`config.mk`:
```
export PLATFORM = sky130hd
export DESIGN_NAME = regbank_scoreboard
export DESIGN_NICKNAME = d
export VERILOG_FILES = /design/src/rtl/regbank_pkg.sv /design/src/rtl/regbank_scoreboard_bit.sv /design/src/rtl/regbank_scoreboard.sv
export SDC_FILE = /design/constraint.sdc
export NUM_CORES = 1
export LEC_CHECK = 0
export CAP_MARGIN = 20
export CELL_PAD_IN_SITES_DETAIL_PLACEMENT = 2
export CELL_PAD_IN_SITES_GLOBAL_PLACEMENT = 2
export CORE_UTILIZATION = 35
export CTS_BUF_LIST = sky130_fd_sc_hd__clkbuf_2
export CTS_CLUSTER_SIZE = 30
export DETAILED_ROUTE_END_ITERATION = 7
export GPL_ROUTABILITY_DRIVEN = 0
export GPL_TIMING_DRIVEN = 0
export PLACE_DENSITY = 0.94
export SYNTH_ARGS = -nofsm -noshare
export SYNTH_HDL_FRONTEND = slang
export SYNTH_SLANG_ARGS = --single-unit
```
`constraint.sdc`:
```
create_clock -name clk -period 3.9 [get_ports clk]
set_input_delay 0.78 -clock clk [delete_from_list [all_inputs] [get_ports clk]]
set_output_delay 0.78 -clock clk [all_outputs]
set_load 0.01 [all_outputs]
```
`src/rtl/regbank_pkg.sv`:
```
`default_nettype none
// ============================================================================
//  Module      : regbank_pkg
//  Description : Shared widths, index/data types and helpers for regbank.
//  Revision    : 1.0 - initial release
// ============================================================================
package regbank_pkg;

  localparam int DATA_W   = 16;
  localparam int ADDR_W   = 3;
  localparam int NUM_REGS = 8;

  typedef logic [ADDR_W-1:0] reg_idx_t;
  typedef logic [DATA_W-1:0] data_t;

  localparam reg_idx_t ZERO_IDX = 3'd0;

  // One-hot of idx, gated by en.
  function automatic logic [NUM_REGS-1:0] idx_onehot(input reg_idx_t idx, input logic en);
    logic [NUM_REGS-1:0] v;
    v      = '0;
    v[idx] = en;
    return v;
  endfunction

endpackage
`default_nettype wire

```
`src/rtl/regbank_scoreboard_bit.sv`:
```
`default_nettype none
// ============================================================================
//  Module      : regbank_scoreboard_bit
//  Description : One pending-write flag; set has priority over clear.
//  Revision    : 1.0 - initial release
// ============================================================================
module regbank_scoreboard_bit (
  input  logic clk,
  input  logic rst_n,
  input  logic i_set,
  input  logic i_clr,
  output logic o_pend
);

  logic r_pend;

  always_ff @(posedge clk or negedge rst_n) begin
    if (!rst_n) begin
      r_pend <= 1'b0;
    end else if (i_set) begin
      r_pend <= 1'b1;
    end else if (i_clr) begin
      r_pend <= 1'b0;
    end
  end

  assign o_pend = r_pend;

endmodule
`default_nettype wire

```
`src/rtl/regbank_scoreboard.sv`:
```
`default_nettype none
// ============================================================================
//  Module      : regbank_scoreboard
//  Description : 8 x 16-bit register bank with write-back port and
//                pending-write scoreboard that stalls hazardous issues.
//                Optional macro REGBANK_ZERO_REG_EN hardwires R0 to zero.
//  Revision    : 1.0 - initial release
// ============================================================================
module regbank_scoreboard
  import regbank_pkg::*;
(
  input  logic              clk,
  input  logic              rst_n,
  input  logic              wr_en,
  input  logic [ADDR_W-1:0] wr_addr,
  input  logic [DATA_W-1:0] wr_data,
  input  logic              issue_en,
  input  logic [ADDR_W-1:0] issue_dst,
  input  logic [ADDR_W-1:0] issue_src0,
  input  logic [ADDR_W-1:0] issue_src1,
  input  logic [ADDR_W-1:0] issue_src2,
  output logic              stall,
  output logic              issue_ack,
  output logic [DATA_W-1:0] r7_q,
  output logic [DATA_W-1:0] r6_q,
  output logic [DATA_W-1:0] r5_q,
  output logic [DATA_W-1:0] r4_q,
  output logic [DATA_W-1:0] r3_q,
  output logic [DATA_W-1:0] r2_q,
  output logic [DATA_W-1:0] r1_q,
  output logic [DATA_W-1:0] r0_q,
  output logic [NUM_REGS-1:0] pending
);

  data_t               r_regs [NUM_REGS];
  logic                w_stall;
  logic                w_wr_en;
  logic [NUM_REGS-1:0] w_set;
  logic [NUM_REGS-1:0] w_clr;

  // A same-cycle write-back does not unblock: its data is visible next cycle.
  assign w_stall   = issue_en & (pending[issue_src0] | pending[issue_src1] |
                                 pending[issue_src2] | pending[issue_dst]);
  assign stall     = w_stall;
  assign issue_ack = issue_en & ~w_stall;

`ifdef REGBANK_ZERO_REG_EN
  assign w_wr_en = wr_en & (wr_addr != ZERO_IDX);
  assign w_set   = idx_onehot(issue_dst, issue_ack) & ~idx_onehot(ZERO_IDX, 1'b1);
`else
  assign w_wr_en = wr_en;
  assign w_set   = idx_onehot(issue_dst, issue_ack);
`endif
  assign w_clr = idx_onehot(wr_addr, w_wr_en);

  always_ff @(posedge clk or negedge rst_n) begin
    if (!rst_n) begin
      for (int i = 0; i < NUM_REGS; i++) begin
        r_regs[i] <= '0;
      end
    end else if (w_wr_en) begin
      r_regs[wr_addr] <= wr_data;
    end
  end

  for (genvar gi = 0; gi < NUM_REGS; gi++) begin : g_sb
    regbank_scoreboard_bit u_bit (
      .clk    (clk),
      .rst_n  (rst_n),
      .i_set  (w_set[gi]),
      .i_clr  (w_clr[gi]),
      .o_pend (pending[gi])
    );
  end

  assign r7_q = r_regs[7];
  assign r6_q = r_regs[6];
  assign r5_q = r_regs[5];
  assign r4_q = r_regs[4];
  assign r3_q = r_regs[3];
  assign r2_q = r_regs[2];
  assign r1_q = r_regs[1];
  assign r0_q = r_regs[0];

endmodule
`default_nettype wire

```
Word-level counts from Yosys, hierarchy flattened --
Cells that the tools add are included.
Word-level totals: register bits 136, output and inout port bits 138
Operators by class: order comparisons 9, multiplexer cells 31, bitwise operators 9, reductions and logical operators 11
Operators by type and width (count):
- bitwise mux 128 bit | 1
- demux 16 bit (select 3 bit) | 1
- two-way mux 1 bit | 22
- less-than comparator 3 x 4 -> 1 bit, second input constant | 5
- bitwise AND 8 bit | 2
- two-way mux 16 bit | 1
- nonzero test 2 bit | 8
- binary-select mux 1 bit (select 3 bit) | 4
- demux 1 bit (select 3 bit) | 2
- greater-or-equal comparator 3 x 1 -> 1 bit, second input constant | 2
- greater-or-equal comparator 4 bit, second input constant | 1
- less-than comparator 4 x 1 -> 1 bit, second input constant | 1
- inverter 3 -> 4 bit | 1
- logical AND 1 bit | 3
- bitwise OR 1 bit | 3
- bitwise AND 1 bit | 2
- inverter 1 bit | 1

Depth between registers and ports, before layout --
depth in word-level cells 10, mapped depth 5, gate-level depth less buffers 4

Modules after synthesis --
From an unflattened synthesis, not the netlist that was laid out.
Second synthesis, totals: cell total of the unflattened synthesis 478, area, all modules 5519.0 um^2
Modules (own cells, without submodules):
- regbank_scoreboard | times used 1, cells an instance 454, area each 5228.8 um^2
- regbank_scoreboard_bit | times used 8, cells an instance 3, area each 36.3 um^2

Least setup slack after synthesis --
No wires, ideal clock.
kind input to output, from in issue_src2[2], to out issue_ack, arrival 2.054 ns, path slack 1.066 ns, cell stages on the path 4, path buffers 0, path through mux4_1 > mux2i_2 > nand2_2 > nor3_1
Between the ends: word-level cells in the longest chain between the ends 7
RTL lines:
- start: declaration | line regbank_scoreboard.sv:21 | input logic [ADDR_W-1:0] issue_src2,
- binary-select mux 1 bit (select 3 bit) | line regbank_scoreboard.sv:43 | pending[issue_src2] | pending[issue_dst]);
- two-way mux 1 bit (not written as such) | line regbank_scoreboard.sv:43
- bitwise OR 1 bit | line regbank_scoreboard.sv:42 | assign w_stall = issue_en & (pending[issue_src0] | pending[issue_src1] |
- bitwise OR 1 bit | line regbank_scoreboard.sv:43
- bitwise AND 1 bit | line regbank_scoreboard.sv:42
- inverter 1 bit | line regbank_scoreboard.sv:45 | assign issue_ack = issue_en & ~w_stall;
- bitwise AND 1 bit | line regbank_scoreboard.sv:45
- end: declaration | line regbank_scoreboard.sv:23 | output logic issue_ack,
No other way between the ends. The select of a mux whose other input is x is not followed.

Final worst setup path --
from in issue_src2[2], to out stall
Between the ends: word-level cells in the longest chain between the ends 5
RTL lines:
- binary-select mux 1 bit (select 3 bit) | line regbank_scoreboard.sv:43
- two-way mux 1 bit (not written as such) | line regbank_scoreboard.sv:43
- bitwise OR 1 bit | line regbank_scoreboard.sv:42
- bitwise OR 1 bit | line regbank_scoreboard.sv:43
- bitwise AND 1 bit | line regbank_scoreboard.sv:42
- end: declaration | line regbank_scoreboard.sv:22 | output logic stall,
No other way between the ends. The select of a mux whose other input is x is not followed.

==> metrics.cfg <==
[global_routing]
grt_overflow_total = 0
grt_pass1_vias = 4352
grt_first_pass_wirelength_mm = 26.7
grt_usage_pct = 22.2
antenna_found_initial = 1
grt_max_degree = 80

[yosys]
syn-num-nets = 382
syn_inst = 347
synth_area_leader_cell = dfrtp_1
synth_area_sq_mm = 0.00558
syn_avg_cell_area_sq_um = 16.1
synth_edf_count = 0
yosys_warnings = 0
synthFlopType = dfrtp_1
synth_area_leaders = dfrtp_1 61%, mux2_2 26%, mux4_1 1.9%, buf_4 1.5%, mux4_2 1.2%
synth-async-reset-ratio_pct = 100
synth_top_area_share_pct = 60.9
seq_area_frac_synth_pct = 60.9
synth_common_cells = 136 x dfrtp_1, 128 x mux2_2, 11 x buf_4
yosys_register_bits = 136
synth_most_common_cell = dfrtp_1
synth_cell_types = 33

[critical_path]
reg2reg_from = g_sb[7].u_bit.o_pend
slowest_stage = mux4_1
r2r_end = g_sb[2].u_bit.o_pend
worstRegToRegCells = 4
crit_path_frequent_cell = clkdlybuf4s50_1
cp.buffers_inverters = 2
worst-setup-path-type = in2out
required_ns = 3.12
cp_slowest_stage_delay_ns = 0.61
critPathLaunchType = primary input
worstPathMaxFanout = 6
cp.arrival_ns = 3.03
critical_path.top_delay_family = buffers and inverters
r2r_slack_ns = 1.97
path_cells = clkdlybuf4s50_1 -> mux4_1 -> mux2i_4 -> nand2_4 -> o21a_1 -> clkdlybuf4s50_1
end_kind = output pin

[cells_and_area]
postLayoutCoreUtil_pct = 50.6
area_growth_pct = 39.3
multiInputGateArea_sq_mm = 0.00205
fillers = 1476
seqCellArea_sq_mm = 0.00340
drive_gt1_share_pct = 36.1
nets = 570
design_area_sq_mm = 0.00778
finalNonFillerCells = 757

[timing]
slew_violations = 0
timing.fmax_mhz = 262
worst_slew_pin_slew_ns = 0.758
setup_tns_ns = 0
finalClockSkew_ns = 0.0111
fin_crit_ns = 3.81
fin_crit_sh_pct = 97.8
hold_viol_final = 0
setup_viol = 0
rsz0062_at_grt = no
fin_ws_ns = 0.0861
slew_headroom_pct = 49.2
fin_hold_ws_ns = 0.0759

[power]
p_sw_mw = 1.41
p_per_area_mw_per_mm2 = 569
combPwrFrac_pct = 37.6
irDropWorstVdd_mv = 0.278
intPower_mw = 3.02
netSwitchingFraction_pct = 31.9
report.power.total_mw = 4.43
seq_power_share_pct = 45.0
clockPowerShare_pct = 17.5
p_leak_nw = 3.25

[floorplanning]
core_area_sq_mm = 0.0154
start_util_pct = 36.3
row_count = 45
die_area_sq_mm = 0.0165
fp.dieH_microns = 128
io_pins = 173
die_w_microns = 128

[worst_hold_path]
hp-class = in2async

[clock_network]
cts_max_level = 4
cts_buffers = 17
root_buffer = clkbuf_2
clock-sinks = 136
cts_tree = yes
clkTransAtPathRegs_ns = 0.20
clk_path_buf_depth = 2
clk_latency_ns = 0.64
ctsHoldBuffers = 0

[run_status]
outcome = finished, final reports clean

[placed_design]
hpwl_mm = 12.6
place_area_sq_mm = 0.00754
port_buffers = 166
dp_slack_ns = -0.141
dpl.cell_count = 725

[detailed_routing]
drt-initial-drc-count = 104
ant_nets = 0
vias_per_cell = 4.90
wl_mm = 17.2
via_count = 3709
first_pass_iters = 5
drc_errors = 0
wl_per_cell_microns = 22.8

[job]
drv_cap = 0

## cell type report
| class | instances | share of cell area [%] |
|---|---|---|
| Sequential cell | 136 | 43.7 |
| Multi-Input combinational cell | 184 | 26.3 |
| Timing Repair Buffer | 169 | 22.0 |
| Tap cell | 211 | 3.39 |
| Buffer | 23 | 1.75 |
| Clock inverter | 10 | 1.38 |
| Clock buffer | 19 | 1.22 |
| Inverter | 4 | 0.193 |
| Antenna cell | 1 | 0.0322 |
## power groups by stage
stage	clock [mW]	sequential [mW]	combinational, mW
floorplan	0	2.09	0.568
global placement	0	1.98	1.56
detailed placement	0	2.02	1.64
CTS	0.799	2.00	1.68
global route	0.861	2.03	1.76
finish	0.773	1.99	1.66
## per-layer routing
layer	global-route usage [%]	share of wire (%)
met2	40.2	55
met1	25.6	40
met3	4.88	4.3
met4	8.10	1.5
met5	0	0
## sequential cells by signal (all words and copies together) (netlist names)
register,count
r1_q,16
r4_q,16
r0_q,16
r5_q,16
r2_q,16
r7_q,16
r6_q,16
g_sb.u_bit.o_pend,8
r3_q,16
## layout by cell type, fill, tap and decap left out, types with 3 or more instances in the layout
| cell | count |
|---|---|
| buf_2 | 7 |
| buf_4 | 13 |
| clkbuf_1 | 5 |
| clkbuf_2 | 19 |
| clkdlybuf4s50_1 | 164 |
| clkinv_2 | 5 |
| clkinvlp_4 | 3 |
| dfrtp_1 | 136 |
| inv_1 | 4 |
| mux2_2 | 128 |
| mux2i_4 | 3 |
| mux4_1 | 3 |
| mux4_2 | 4 |
| nand2_1 | 8 |
| nand2b_1 | 4 |
| nand4_1 | 3 |
| nand4b_1 | 5 |
| o21ai_1 | 3 |
## cells by family after synthesis
| logic type | share of synthesized area, % |
|---|---|
| AOI/OAI and AO/OA | 2.60 |
| and+or+nand+nor | 3.94 |
| DFF | 60.9 |
| buffers and inverters | 2.71 |
| muxes | 29.8 |
## worst register-to-register path: stages (launching register included)
cell	delay, ns
dfrtp_1	0.52
mux4_1	0.56
mux2i_4	0.21
o2111ai_4	0.25
o32ai_2	0.31
## repair_timing
item | CTS | global route
endpoints found under the setup margin | 2 | 1
buffers inserted | 0 | 2
gates cloned | 0 | 0
gates resized for setup | 3 | 2
pin swaps | 0 | 0
## how the worst max path moves through the flow
stage / from / to / cells after the start
after floorplan: issue_src2[2] / issue_ack / 4
after global placement: rst_n / r6_q[8] / 1
after detailed placement: issue_src2[2] / issue_ack / 6
after CTS: issue_src2[2] / issue_ack / 6
after global routing: issue_src2[2] / stall / 6
final: issue_src2[2] / stall / 6
No activity file was read; power rests on OpenSTA's default activity.
